$ cat src/rtl/dino_pkg.sv
// Shared types and constants for the dino game obstacle path.
// Holds the obstacle type, the spawner state encoding and the LFSR tap mask.
package dino_pkg;

    typedef logic [1:0] cactus_type_t;

    typedef enum logic [1:0] {
        IDLE,
        WAIT,
        ARMED
    } spawn_state_e;

    localparam logic [15:0] LFSR_MASK = 16'hB400;

endpackage

$ cat src/rtl/lfsr16.sv
// 16-bit right-shifting Galois LFSR, shared by the game's random consumers.
// Ports: clk_i, rst_ni (async low), en_i step enable, value_o current state.
import dino_pkg::*;

module lfsr16 #(
    parameter logic [15:0] SEED = 16'hACE1
) (
    input  logic        clk_i,
    input  logic        rst_ni,
    input  logic        en_i,
    output logic [15:0] value_o
);

    // An all-zero state would lock up the register.
    localparam logic [15:0] SEED_NZ = (SEED == 16'h0) ? 16'h0001 : SEED;

    always_ff @(posedge clk_i or negedge rst_ni) begin
        if (!rst_ni) begin
            value_o <= SEED_NZ;
        end else if (en_i) begin
            value_o <= {1'b0, value_o[15:1]}
                     ^ (value_o[0] ? LFSR_MASK : 16'h0);
        end
    end

endmodule

$ cat src/rtl/obstacle_spawner.sv
// Frame-paced obstacle spawner: random gap, one-frame spawn pulse, difficulty.
// Ports: clk_i, rst_ni, next_frame_i, run_i -> spawn_o, rand_o, level_o.
import dino_pkg::*;

module obstacle_spawner #(
    parameter logic [15:0] LFSR_SEED    = 16'hACE1,
    parameter int          START_GAP    = 30,
    parameter int          MIN_GAP      = 40,
    parameter int          GAP_STEP     = 4,
    parameter int          GAP_FLOOR    = 16,
    parameter int          LEVEL_FRAMES = 600
) (
    input  logic         clk_i,
    input  logic         rst_ni,
    input  logic         next_frame_i,
    input  logic         run_i,
    output logic         spawn_o,
    output cactus_type_t rand_o,
    output logic [2:0]   level_o
);

    localparam int CW =
        (LEVEL_FRAMES > 1) ? $clog2(LEVEL_FRAMES) : 1;
    localparam logic [CW-1:0] CNT_LAST = CW'(LEVEL_FRAMES - 1);

    spawn_state_e  state_q, state_d;
    logic [6:0]    gap_q, gap_d;
    logic [2:0]    level_q, level_d;
    logic [CW-1:0] cnt_q, cnt_d;
    logic          spawn_q, spawn_d;
    cactus_type_t  rand_q, rand_d;

    logic [15:0]   lfsr;
    logic [6:0]    eff_min;
    int            gap_cut;
    logic          unused_lfsr;

    assign unused_lfsr = ^lfsr[15:8];

    lfsr16 #(
        .SEED(LFSR_SEED)
    ) u_lfsr (
        .clk_i  (clk_i),
        .rst_ni (rst_ni),
        .en_i   (1'b1),
        .value_o(lfsr)
    );

    // Compare before subtracting so a high level never wraps below zero.
    always_comb begin
        gap_cut = GAP_STEP * int'(level_q);
        if (MIN_GAP <= GAP_FLOOR + gap_cut) begin
            eff_min = 7'(GAP_FLOOR);
        end else begin
            eff_min = 7'(MIN_GAP - gap_cut);
        end
    end

    always_comb begin
        state_d = state_q;
        gap_d   = gap_q;
        level_d = level_q;
        cnt_d   = cnt_q;
        spawn_d = spawn_q;
        rand_d  = rand_q;

        unique case (state_q)
            IDLE: begin
                spawn_d = 1'b0;
                gap_d   = 7'(START_GAP);
                level_d = 3'd0;
                cnt_d   = '0;
                if (run_i) state_d = WAIT;
            end
            WAIT: begin
                if (next_frame_i) begin
                    if (gap_q == 7'd0) begin
                        state_d = ARMED;
                        spawn_d = 1'b1;
                        rand_d  = lfsr[7:6];
                    end else begin
                        gap_d = gap_q - 7'd1;
                    end
                end
            end
            ARMED: begin
                if (next_frame_i) begin
                    state_d = WAIT;
                    spawn_d = 1'b0;
                    gap_d   = eff_min + {1'b0, lfsr[5:0]};
                end
            end
            default: state_d = IDLE;
        endcase

        if (state_q != IDLE && next_frame_i) begin
            if (cnt_q == CNT_LAST) begin
                cnt_d = '0;
                if (level_q != 3'd7) level_d = level_q + 3'd1;
            end else begin
                cnt_d = cnt_q + CW'(1);
            end
        end

        // Leaving the game beats any frame work in the same cycle.
        if (!run_i) begin
            state_d = IDLE;
            spawn_d = 1'b0;
            gap_d   = 7'(START_GAP);
            level_d = 3'd0;
            cnt_d   = '0;
        end
    end

    always_ff @(posedge clk_i or negedge rst_ni) begin
        if (!rst_ni) begin
            state_q <= IDLE;
            gap_q   <= 7'(START_GAP);
            level_q <= 3'd0;
            cnt_q   <= '0;
            spawn_q <= 1'b0;
            rand_q  <= '0;
        end else begin
            state_q <= state_d;
            gap_q   <= gap_d;
            level_q <= level_d;
            cnt_q   <= cnt_d;
            spawn_q <= spawn_d;
            rand_q  <= rand_d;
        end
    end

    assign spawn_o = spawn_q;
    assign rand_o  = rand_q;
    assign level_o = level_q;

endmodule
$ cat config.mk
export PLATFORM = sky130hd
export DESIGN_NAME = obstacle_spawner
export DESIGN_NICKNAME = d
export VERILOG_FILES = /design/src/rtl/dino_pkg.sv /design/src/rtl/lfsr16.sv /design/src/rtl/obstacle_spawner.sv
export SDC_FILE = /design/constraint.sdc
export NUM_CORES = 1
export LEC_CHECK = 0
export BUFFER_PORTS_ARGS = -buffer_cell sky130_fd_sc_hd__buf_2
export CORE_MARGIN = 2
export CORE_UTILIZATION = 55
export CTS_CLUSTER_SIZE = 28
export DETAILED_ROUTE_END_ITERATION = 7
export PLACE_DENSITY = 0.72
export SYNTH_ARGS = -nofsm -noshare
export SYNTH_HDL_FRONTEND = slang
export SYNTH_SLANG_ARGS = --single-unit
$ cat constraint.sdc
create_clock -name clk_i -period 2.4 [get_ports clk_i]
set_clock_uncertainty 0.05 [all_clocks]
set_input_delay 0.48 -clock clk_i [delete_from_list [all_inputs] [get_ports clk_i]]
set_output_delay 0.48 -clock clk_i [all_outputs]
set_load 0.02 [all_outputs]
Word level (Yosys, flattened, before mapping):

Cells that the tools add are included.

* register bits: 41
* bits of input ports: 4
* output and inout bits: 6
* logic and storage cells: 59

* muxes and demuxes: 26
* bitwise logic cells: 1
* order comparisons: 1
* add/sub/neg operators: 6
* equal/unequal tests: 10
* reduce and logical (&&, ||, !) cells: 8

Operator list (number)
* 10-bit 2-to-1 mux: 4
* 7-bit 2-to-1 mux: 5
* 7-bit case mux with 3 select lines: 1
* 16-bit 2-to-1 mux: 1
* 15-bit by 16-bit XOR with 16-bit output: 1
* 3-bit 2-to-1 mux: 5
* 3-bit != test (second input constant): 5
* 10-bit by 1-bit adder with 10-bit output (second input constant): 1
* 10-bit == test (second input constant): 1
* 2-bit 2-to-1 mux: 4
* 4-bit AND reduction: 2
* 7-bit by 6-bit adder with 7-bit output: 1
* 7-bit zero test: 1
* 6-bit by 5-bit subtractor with 7-bit output (first input constant): 1
* 7-bit by 1-bit subtractor with 7-bit output (second input constant): 1
* 5-bit by 5-bit adder with 6-bit output (first input constant): 1
* 6-bit less-or-equal comparator (first input constant): 1
* 2-bit case mux with 3 select lines: 1
* 3-bit AND reduction: 2
* 1-bit 2-to-1 mux: 4
* 4-bit by 1-bit != test with 1-bit output (second input constant): 1
* 3-bit by 1-bit adder with 3-bit output (second input constant): 1
* 3-bit by 1-bit != test with 1-bit output (second input constant): 1
* 1-bit case mux with 3 select lines: 1
* other kinds (5): 5

Logic depth before layout (Yosys ltp):

Gate-level depths: netlist (run 1).

* word-level depth: 7
* depth in mapped cells: 9
* gate-level depth less buffers: 9

Modules after synthesis:

A second synthesis (run 1) with hierarchy kept.

* cell total of the unflattened synthesis: 226
* area total of the unflattened synthesis: 2407.3 µm²

Modules (own cells, without submodules)
* obstacle_spawner: area each 1751.7 µm², seq. area each 630.6 µm², times used 1, cells each 186
* lfsr16: area each 655.6 µm², seq. area each 410.4 µm², times used 1, cells each 40

Worst setup path after synthesis (run 1):

OpenSTA, ideal clock, no wires.

* path kind: register to register
* start: register level_q[0], in the netlist level_o[0]
* end: register gap_q[5]
* setup time: 0.083 ns
* stages on the path, launching flop included: 9
* path buffers: 0
* path slack: 0.108 ns
* data arrival time: 2.159 ns
* data required time: 2.267 ns
* clock period less this slack: 2.292 ns
* cells stage by stage: dfrtp_1 ha_1 ha_1 nand2b_1 ha_1 or4bb_1 o311ai_0 nor2_1 o21ai_0

* longest elaborated chain between the ends: 7
* elaborated cells on any way between the ends: 8

RTL lines
* start, declared: RTL line obstacle_spawner.sv:28 `logic [2:0] level_q, level_d;`
* start signal, assigned: RTL line obstacle_spawner.sv:126 `level_q <= level_d;`
* 5-bit by 5-bit adder with 6-bit output: RTL line obstacle_spawner.sv:52 `if (MIN_GAP <= GAP_FLOOR + gap_cut) begin`
* 6-bit less-or-equal comparator: RTL line obstacle_spawner.sv:52
* 7-bit 2-to-1 mux *: RTL line obstacle_spawner.sv:52
* 7-bit by 6-bit adder with 7-bit output *: RTL line obstacle_spawner.sv:90 `gap_d = eff_min + {1'b0, lfsr[5:0]};`
* 7-bit 2-to-1 mux *: RTL line obstacle_spawner.sv:87 `if (next_frame_i) begin`
* 7-bit case mux with 3 select lines *: RTL line obstacle_spawner.sv:67 `unique case (state_q)`
* 7-bit 2-to-1 mux *: RTL line obstacle_spawner.sv:106 `if (!run_i) begin`
* end signal, assigned: RTL line obstacle_spawner.sv:118 `gap_q <= 7'(START_GAP);`
* end signal, assigned: RTL line obstacle_spawner.sv:125 `gap_q <= gap_d;`
* end, declared: RTL line obstacle_spawner.sv:27 `logic [6:0] gap_q, gap_d;`

Mark *: on every way between the ends. The rest lies on a longest branch, timed or not. The select of a mux whose other input is x is not followed.
A chain may end at the register's enable or synchronous reset.

Worst setup path after layout (run 1):

* start: register level_q[1], in the netlist level_o[1]
* end: register gap_q[3]

Same word-level chain as after synthesis.

==> out/metrics.yaml, run 1 <==
clock_tree:
  clock_path_buffers: 2
  numCtsBuffers: 5
  h-tree-depth: 2
  clock_latency_ns: 0.30
  cts_root_buffer: "clkbuf_8"
  cts_num_sinks: 41
  path_clk_slew_ns: 0.09
  cts_tree: "done"
final_layout:
  final_core_util_pct: 61.5
  drive_gt1_share_pct: 20.9
  n_antenna_cell: 0
  fin_nets: 237
  fillers: 318
  syn_to_final_growth_pct: 9.25
grt:
  first_global_vias: 1650
  overflow: 0
  grt_max_degree: 42
  antenna_found_initial: 0
  grt_pass1_wl_um: 7510
  track_usage_pct: 22.3
placed_design:
  gp_congestion: 0.839
  port_buffers: 9
  hpwlAfterDp_um: 3210
detailed_routing:
  routed_wl_um: 4610
  drc: 0
  vias_per_cell: 6.14
  wl_per_cell_um: 17.1
  postRouteAntennaNets: 0
  drtIter0Drc: 157
  via_count: 1659
  firstDrtPassIters: 5
die:
  start_util_pct: 56.3
  coreArea_um2: 3940
  die_y_um: 67.5
  num_rows: 23
  die-area_um2: 4560
  die_x_um: 67.5
  io_pins: 10
synth:
  ys_seq_area_share_pct: 46.9
  syn-cell-area_um2: 2220
  synth_warnings: 0
  netlist_instances: 205
  syn_nets: 223
  synth.distinct_cells: 59
  synth.avg_cell_area_um2: 10.8
  ys_async_sr_fraction_pct: 100
  synth_edf_count: 0
  ys_ff_latch: 41
  synth-main-ff-cell: "dfrtp_1"
setup_path:
  cp.arrival_ns: 2.46
  worstPathMaxFanout: 5
  critPathCaptureType: "register"
  timing_worst_setup_path_type: "reg -> reg"
  required_ns: 2.60
  cp-start-kind: "register"
timing:
  drv_slew: 0
  setup_tns_ns: 0
  finalCriticalPeriod_ns: 2.26
  rsz0062_at_grt: "no"
  finalHoldViolations: 0
  fin_crit_sh_pct: 94.1
  tightest_slew_ns: 0.890
  max_freq_mhz: 443
  setup_viol: 0
  timing.slew.headroom_pct: 40.7
  whs_ns: 0.229
power_and_ir_drop:
  p_leak_nw: 1.06
  powerDensity_nw_per_um2: 792
  peakVddDrop_mv: 0.521
hold_path:
  hp-class: "in -> async"
job:
  maxCapViolCount: 0
outcome:
  status: "complete, no violations"
==> per-stage QoR <==
stage	area, um2	setup WS, ns	instances	power (mW)
final	2420	0.142	270	1.92
after global routing	2420	0.0588	270	2.02
after CTS	2390	0.0633	268	1.91
after detailed placement	2300	0.0753	260	1.43
after global placement	2300	0.153	260	1.41
after floorplan	2220	0.108	205	1.31
==> state kept, by name, summed over array words and instances, names as in the netlist <==
register	count
cnt_q	10
gap_q	7
level_o	3
rand_o	2
spawn_o	1
state_q	2
u_lfsr.value_o	16
==> cell type report <==
class | instances | area (um2) | share of cell area [%]
Clock buffer | 5 | 68.8 | 2.84
Multi-Input combinational cell | 148 | 1120 | 46.2
Clock inverter | 3 | 26.3 | 1.08
Timing Repair Buffer | 11 | 60.1 | 2.48
Inverter | 12 | 45.0 | 1.86
Tap cell | 50 | 62.6 | 2.58
Sequential cell | 41 | 1040 | 43.0
==> metal layers <==
metal  track usage (%)  wire length [um]
met1              27.2              1980
met2              38.0              2300
met3              4.83               196
met4              9.44               120
met5                 0                 0
==> power breakdown <==
part | internal (mW) | switching (mW) | leakage, nW | total [mW]
sequential | 0.760 | 0.0632 | 0.527 | 0.823
clock | 0.216 | 0.266 | 0.0495 | 0.482
combinational | 0.215 | 0.400 | 0.488 | 0.614
total | 1.19 | 0.729 | 1.06 | 1.92
==> worst max-delay path: stages (launching register included) <==
cell      delay (ns)
dfrtp_1         0.42
buf_4           0.15
nand2_1         0.09
and2_1          0.17
ha_1            0.19
inv_1           0.06
fa_1            0.43
nor2b_1         0.17
nor3_1          0.07
a311oi_1        0.23
o32a_1          0.20
==> placed cells by master, fill, tap and decap left out, types with 3 or more instances in the layout <==
cell type	n
o21ai_0	6
clkbuf_8	5
inv_6	3
nand2b_1	5
ha_1	12
dfrtp_1	29
buf_2	9
nand3b_1	3
a21oi_1	7
nand2_1	14
nor3_1	8
nor2_1	16
xnor2_1	6
and3_1	3
nand3_1	9
xor2_1	4
o211a_1	3
inv_1	10
o311ai_0	4
dfstp_2	12
==> repair_timing <==
item / 4_1_cts / 5_1_grt
buffers inserted: 0 / 2
hold endpoints to repair: 0 / 0
gates resized for setup: 0 / 3
endpoints found under the setup margin: 0 / 1
hold buffers: 0 / 0
==> final timing paths <==
check	from	endpoint	slack, ns	cells after the start
max	level_o[1]$_DFF_PN0_	gap_q[3]$_DFFE_PN1P_	0.14	10
min	rst_ni	gap_q[6]$_DFFE_PN0P_	0.23	1
max reg2reg	level_o[1]$_DFF_PN0_	gap_q[3]$_DFFE_PN1P_	0.14	10
min reg2reg	u_lfsr.value_o[8]$_DFF_PN0_	u_lfsr.value_o[7]$_DFF_PN1_	0.31	0
max in group asynchronous	rst_ni	cnt_q[2]$_DFFE_PN0P_	1.49	1
min in group clk_i	u_lfsr.value_o[8]$_DFF_PN0_	u_lfsr.value_o[7]$_DFF_PN1_	0.31	0
==> cell families (layout without fill, tap and decap cells) <==
kind of cell / after synthesis / count (layout) / share of synthesized area (%)
xor gates and xnor gates: 10 / 10 / 3.95
adders and majority gates: 14 / 14 / 8.23
AOI/OAI and AO/OA: 44 / 44 / 16.0
DFF: 41 / 41 / 46.9
buffers and inverters: 16 / 31 / 3.33
muxes: 3 / 3 / 1.47
and+or+nand+nor: 77 / 77 / 20.1
==> cells in the mapped netlist (2+ instances only) <==
cell type | instances | area share [%]
nor2_1 | 16 | 2.7
o211a_1 | 3 | 1.4
o21ai_0 | 7 | 1.6
and3_1 | 3 | 0.85
nand3b_1 | 3 | 1.0
o211ai_1 | 2 | 0.68
dfstp_2 | 12 | 14
nor3_1 | 8 | 1.8
o2111ai_1 | 2 | 0.79
nand3_1 | 9 | 2.0
xnor2_1 | 6 | 2.4
dfrtp_1 | 29 | 33
o311ai_0 | 4 | 1.6
buf_2 | 2 | 0.45
a22oi_1 | 2 | 0.68
nor4_1 | 2 | 0.56
and2_1 | 2 | 0.56
inv_2 | 2 | 0.34
inv_1 | 10 | 1.7
nand2b_1 | 5 | 1.4
xor2_1 | 4 | 1.6
nand2_1 | 14 | 2.4
a211oi_1 | 2 | 0.68
a21oi_1 | 8 | 1.8
ha_1 | 13 | 7.3
mux2_1 | 2 | 1.0
(Power assumes the default switching activity.)
==> inputs of run 2 (changes only) <==
--- a/config.mk
+++ b/config.mk
@@ -5,7 +5,7 @@
 export SDC_FILE = /design/constraint.sdc
 export NUM_CORES = 1
 export LEC_CHECK = 0
-export BUFFER_PORTS_ARGS = -buffer_cell sky130_fd_sc_hd__buf_2
+export BUFFER_PORTS_ARGS = -buffer_cell sky130_fd_sc_hd__buf_4
 export CORE_MARGIN = 2
 export CORE_UTILIZATION = 55
 export CTS_CLUSTER_SIZE = 28
==> run 2 against run 1 <==
Total power up 0.89%. Maximum frequency is 2.1% lower. Combinational power up 2%. Die area is the same. Via count fell by 2.5%. Flip-flop and latch count unchanged. Clock power grew 2%. Utilization up 0.41 points. Critical path depth down 2. First-iteration DRC count down 39%. Worst setup slack got worse by 0.049 ns. Critical path type unchanged. Critical endpoint is now gap_q[5]$_DFFE_PN0P_. Largest cell class unchanged.
==> out/metrics.yaml, run 2 (synthesis gave the netlist of run 1 again) <==
setup_path:
  cp-endpoint: "gap_q[5]$_DFFE_PN0P_"  # was gap_q[3]$_DFFE_PN1P_
  crit_top_cell: "ha_1"
  max_stage_delay_ns: 0.49  # was 0.43 ns
  r2r_start: "level_o[1]$_DFF_PN0_"  # unchanged
  r2r_end: "gap_q[5]$_DFFE_PN0P_"  # was gap_q[3]$_DFFE_PN1P_
  cp-start-kind: "register"  # unchanged
  reg2regPathDepth: 8  # was 10
  cp.arrival_ns: 2.49  # was 2.46 ns
  crit_chain: "ha_1 > ha_1 > nand2b_1 > ha_1 > or4bb_1 > o311ai_0 > nor2_1 > o21ai_1"  # was buf_4 > nand2_1 > and2_1 > ha_1 > inv_1 > fa_1 > nor2b_1 > nor3_1 > a311oi_1 > o32a_1
  timing_worst_setup_path_type: "reg -> reg"  # unchanged
  critPathSlowestCell: "or4bb_1"  # was fa_1
  critPathCaptureType: "register"  # unchanged
  worstPathMaxFanout: 4  # was 5
  cp-startpoint: "level_o[1]$_DFF_PN0_"  # unchanged
  required_ns: 2.59  # was 2.60 ns
  r2r_slack_ns: 0.09  # was 0.14 ns
timing:
  fin_crit_sh_pct: 96.1  # was 94.1%
  drv_slew: 0  # unchanged
  rsz0062_at_grt: "no"  # unchanged
  tightest_slew_ns: 0.564  # was 0.890 ns
  max_freq_mhz: 434  # was 443 MHz
  finalHoldViolations: 0  # unchanged
  timing.slew.headroom_pct: 62.2  # was 40.7%
  setup_viol: 0  # unchanged
  finalCriticalPeriod_ns: 2.31  # was 2.26 ns
  setup_tns_ns: 0  # unchanged
  whs_ns: 0.0876  # was 0.229 ns
final_layout:
  layout_commonest_cell: "dfrtp_1"  # unchanged
  syn_to_final_growth_pct: 9.98  # was 9.25%
  largest_reg_flops: 16  # unchanged
  layout_common_cells: "dfrtp_1 (29), nor2_1 (16), nand2_1 (14)"  # unchanged
  drive_gt1_share_pct: 20.4  # was 20.9%
  fin_nets: 238  # was 237
  top_regs: "u_lfsr.value_o (16), cnt_q (10), gap_q (7)"  # unchanged
  final_core_util_pct: 61.9  # was 61.5%
  fillers: 339  # was 318
  n_antenna_cell: 0  # unchanged
  regMostFlops: "u_lfsr.value_o"  # unchanged
clock_tree:
  cts_num_sinks: 41  # unchanged
  cts_tree: "done"  # unchanged
  numCtsBuffers: 5  # unchanged
  clock_path_buffers: 2  # unchanged
  clock_latency_ns: 0.30  # about the same
  path_clk_slew_ns: 0.09  # about the same
  cts_root_buffer: "clkbuf_8"  # unchanged
  h-tree-depth: 2  # unchanged
grt:
  grt_max_degree: 42  # unchanged
  track_usage_pct: 22.4  # was 22.3%
  antenna_found_initial: 0  # unchanged
  grt_pass1_wl_um: 7500  # was 7510 um
  first_global_vias: 1647  # was 1650
  overflow: 0  # unchanged
outcome:
  status: "complete, no violations"  # unchanged
power_and_ir_drop:
  powerDensity_nw_per_um2: 794  # was 792 nW/um2
  p_leak_nw: 1.08  # was 1.06 nW
  peakVddDrop_mv: 0.542  # was 0.521 mV
  power_mw: 1.94  # was 1.92 mW
detailed_routing:
  drtIter0Drc: 95  # was 157
  via_count: 1618  # was 1659
  firstDrtPassIters: 4  # was 5
  drc: 0  # unchanged
  vias_per_cell: 5.97  # was 6.14
  postRouteAntennaNets: 0  # unchanged
  routed_wl_um: 4400  # was 4610 um
  wl_per_cell_um: 16.2  # was 17.1 um
die:
  die_y_um: 67.5  # unchanged
  io_pins: 10  # unchanged
  num_rows: 23  # unchanged
  die_x_um: 67.5  # unchanged
  die-area_um2: 4560  # unchanged
  start_util_pct: 56.3  # unchanged
  coreArea_um2: 3940  # unchanged
placed_design:
  gp_congestion: 0.833  # was 0.839
  port_buffers: 9  # unchanged
  hpwlAfterDp_um: 3180  # was 3210 um
hold_path:
  hp-class: "in -> async"  # unchanged
job:
  maxCapViolCount: 0  # unchanged
==> run 2: cell count changes in the layout (fill, tap and decap cells not counted), sizes merged <==
cell  change
buf       +1
==> run 2: final cells by class <==
| class | instances | area [um2] | share of cell area [%] |
|---|---|---|---|
| multi-input cells | 148 | 1100 | 45.2 |
| clock buffers | 5 | 68.8 | 2.82 |
| well taps | 50 | 62.6 | 2.56 |
| flip-flops and latches | 41 | 1040 | 42.7 |
| repair buffers | 12 | 90.1 | 3.69 |
| clock inverters | 3 | 28.8 | 1.18 |
| inverters | 12 | 45.0 | 1.85 |
==> run 2: timing repair <==
action | CTS | global route
resized for setup | 0 | 1
hold buffers | 0 | 0
setup endpoints to repair | 0 | 1
setup buffers | 0 | 1
==> run 2: report_power, final <==
group          internal (mW)  switching, mW
sequential             0.760         0.0588
combinational          0.227          0.396
clock                  0.219          0.275
total                   1.21          0.730
==> run 2: layer usage <==
layer	global-route usage, %	up-vias	wire length [um]
li1	-	783	-
met1	27.9	793	1880
met2	37.0	31	2250
met3	5.33	11	161
met4	10.2	0	110
met5	0	-	0
==> run 2: worst min path at each step <==
stage | startpoint | end | slack [ns]
2_1_floorplan | rst_ni | cnt_q[0]$_DFFE_PN0P_ | 0.13
3_3_place_gp | u_lfsr.value_o[8]$_DFF_PN0_ | u_lfsr.value_o[7]$_DFF_PN1_ | 0.29
3_5_place_dp | u_lfsr.value_o[9]$_DFF_PN0_ | u_lfsr.value_o[8]$_DFF_PN0_ | 0.29
4_1_cts | rst_ni | gap_q[5]$_DFFE_PN0P_ | 0.1
5_1_grt | rst_ni | gap_q[6]$_DFFE_PN0P_ | 0.11
6_report | rst_ni | gap_q[6]$_DFFE_PN0P_ | 0.09
==> run 2: critical path: cells and delay by family (launching register included) <==
kind	cells	cell delay (ns)
adders and majority gates	3	0.81
and+or+nand+nor	3	0.71
DFF	1	0.43
AOI/OAI and AO/OA	2	0.23
==> run 2: stage by stage <==
step	setup slack (ns)	cell area, um2	cells
after floorplan	0.108	2220	205
after global placement	0.168	2330	262
after detailed placement	0.107	2330	262
after CTS	0.0702	2430	270
after global routing	0.0167	2440	271
final	0.0937	2440	271
==> inputs of run 3 (changes only) <==
--- a/config.mk
+++ b/config.mk
@@ -10,7 +10,7 @@
 export CORE_UTILIZATION = 55
 export CTS_CLUSTER_SIZE = 28
 export DETAILED_ROUTE_END_ITERATION = 7
-export PLACE_DENSITY = 0.72
+export PLACE_DENSITY = 0.81
 export SYNTH_ARGS = -nofsm -noshare
 export SYNTH_HDL_FRONTEND = slang
 export SYNTH_SLANG_ARGS = --single-unit
==> run 3 against run 2 <==
Clock power rose by 9.3%. Utilization rose by 0.54 points. Critical path depth did not move. Non-clock buffer count rose by 1. Maximum frequency rose by 2.4%. Largest cell class unchanged.
==> out/metrics.yaml, run 3 (synthesis gave the netlist of run 1 again) <==
placed_design:
  hpwlAfterDp_um: 2990  # was 3180 um
  port_buffers: 9  # unchanged
  gp_congestion: 0.869  # was 0.833
  placed_cells: 264  # was 262
final_layout:
  layout_commonest_cell: "dfrtp_1"  # unchanged
  fin_nets: 239  # was 238
  top_regs: "u_lfsr.value_o (16), cnt_q (10), gap_q (7)"  # unchanged
  syn_to_final_growth_pct: 10.9  # was 9.98%
  drive_gt1_share_pct: 20.3  # was 20.4%
  largest_reg_flops: 16  # unchanged
  layout_common_cells: "dfrtp_1 (29), nor2_1 (16), nand2_1 (14)"  # unchanged
  instances_no_fill: 272  # was 271
  regMostFlops: "u_lfsr.value_o"  # unchanged
  final_core_util_pct: 62.4  # was 61.9%
  n_antenna_cell: 0  # unchanged
  fillers: 312  # was 339
timing:
  fin_crit_sh_pct: 93.9  # was 96.1%
  timing.slew.headroom_pct: 62.3  # was 62.2%
  max_freq_mhz: 444  # was 434 MHz
  finalHoldViolations: 0  # unchanged
  finalCriticalPeriod_ns: 2.25  # was 2.31 ns
  drv_slew: 0  # unchanged
  setup_tns_ns: 0  # unchanged
  setup_viol: 0  # unchanged
  rsz0062_at_grt: "no"  # unchanged
  tightest_slew_ns: 0.562  # was 0.564 ns
setup_path:
  cp.arrival_ns: 2.42  # was 2.49 ns
  critPathCaptureType: "register"  # unchanged
  required_ns: 2.57  # was 2.59 ns
  cp-start-kind: "register"  # unchanged
  worstPathMaxFanout: 4  # unchanged
  timing_worst_setup_path_type: "reg -> reg"  # unchanged
clock_tree:
  h-tree-depth: 2  # unchanged
  cts_root_buffer: "clkbuf_8"  # unchanged
  cts_num_sinks: 41  # unchanged
  cts_tree: "done"  # unchanged
  path_clk_slew_ns: 0.08  # was 0.09 ns
  cts_resized: 0  # unchanged
  cts_hold_buffers: 0  # unchanged
  clock_path_buffers: 2  # unchanged
  postCtsSetupRepairBufs: 0  # unchanged
  clock_latency_ns: 0.29  # was 0.30 ns
  numCtsBuffers: 5  # unchanged
detailed_routing:
  drc: 0  # unchanged
  via_count: 1591  # was 1618
  firstDrtPassIters: 4  # unchanged
  routed_wl_um: 4120  # was 4400 um
  postRouteAntennaNets: 0  # unchanged
  wl_per_cell_um: 15.1  # was 16.2 um
  vias_per_cell: 5.85  # was 5.97
  drtIter0Drc: 89  # was 95
grt:
  track_usage_pct: 20.9  # was 22.4%
  grt_pass1_wl_um: 6980  # was 7500 um
  overflow: 0  # unchanged
  antenna_found_initial: 0  # unchanged
  grt_max_degree: 42  # unchanged
  first_global_vias: 1494  # was 1647
outcome:
  status: "complete, no violations"  # unchanged
die:
  io_pins: 10  # unchanged
  die_y_um: 67.5  # unchanged
  coreArea_um2: 3940  # unchanged
  num_rows: 23  # unchanged
  die_x_um: 67.5  # unchanged
  start_util_pct: 56.3  # unchanged
  die-area_um2: 4560  # unchanged
hold_path:
  hp-class: "in -> async"  # unchanged
power_and_ir_drop:
  power_mw: 1.98  # was 1.94 mW
  peakVddDrop_mv: 0.461  # was 0.542 mV
  p_leak_nw: 1.09  # was 1.08 nW
  powerDensity_nw_per_um2: 803  # was 794 nW/um2
job:
  maxCapViolCount: 0  # unchanged
run 3: through the flow:
step	worst slack, ns	hold WS [ns]	instance area (um2)
2_1_floorplan	0.108	0.134	2220
3_3_place_gp	0.197	0.286	2350
3_5_place_dp	0.153	0.294	2350
4_1_cts	0.132	0.118	2460
5_1_grt	0.0274	0.135	2460
6_report	0.147	0.103	2460
run 3: final cells by class:
type                    instances  area [um2]  share of cell area (%)
clock buffers                   6        72.6                    2.95
clock inverters                 2        38.8                    1.58
inverters                      12        45.0                    1.83
multi-input cells             148        1100                    44.8
flip-flops and latches         41        1040                    42.3
well taps                      50        62.6                    2.54
repair buffers                 13        97.6                    3.97
run 3: path summary, 6_finish.rpt:
check	cells after the start	to	slack, ns	startpoint
setup / recovery	8	gap_q[5]$_DFFE_PN0P_	0.15	level_o[0]$_DFF_PN0_
hold / removal	1	rand_o[0]$_DFFE_PN0P_	0.10	rst_ni
setup reg to reg	8	gap_q[5]$_DFFE_PN0P_	0.15	level_o[0]$_DFF_PN0_
hold reg to reg	0	u_lfsr.value_o[11]$_DFF_PN1_	0.31	u_lfsr.value_o[12]$_DFF_PN0_
max in group asynchronous	1	gap_q[4]$_DFFE_PN1P_	1.82	rst_ni
min in group clk_i	0	u_lfsr.value_o[11]$_DFF_PN1_	0.31	u_lfsr.value_o[12]$_DFF_PN0_
run 3: power by group:
part	total, mW	internal [mW]	leakage [nW]	switching [mW]
clock	0.540	0.312	0.0554	0.228
sequential	0.819	0.760	0.527	0.0595
combinational	0.617	0.230	0.503	0.387
total	1.98	1.30	1.09	0.674
run 3: critical path: stages (launching register included):
cell and delay (ns):
dfrtp_1 0.40, ha_1 0.21, ha_1 0.28, nand2b_1 0.15, ha_1 0.31, or4bb_1 0.49, o311ai_0 0.11, nor2_1 0.07
o21ai_1 0.11
run 3: layer usage:
layer	track usage [%]	vias to the layer above	part of all wire (%)
li1	-	782	-
met3	4.83	6	3.9
met5	0	-	0
met1	29.1	769	49
met2	31.9	34	46
met4	7.91	0	1.4
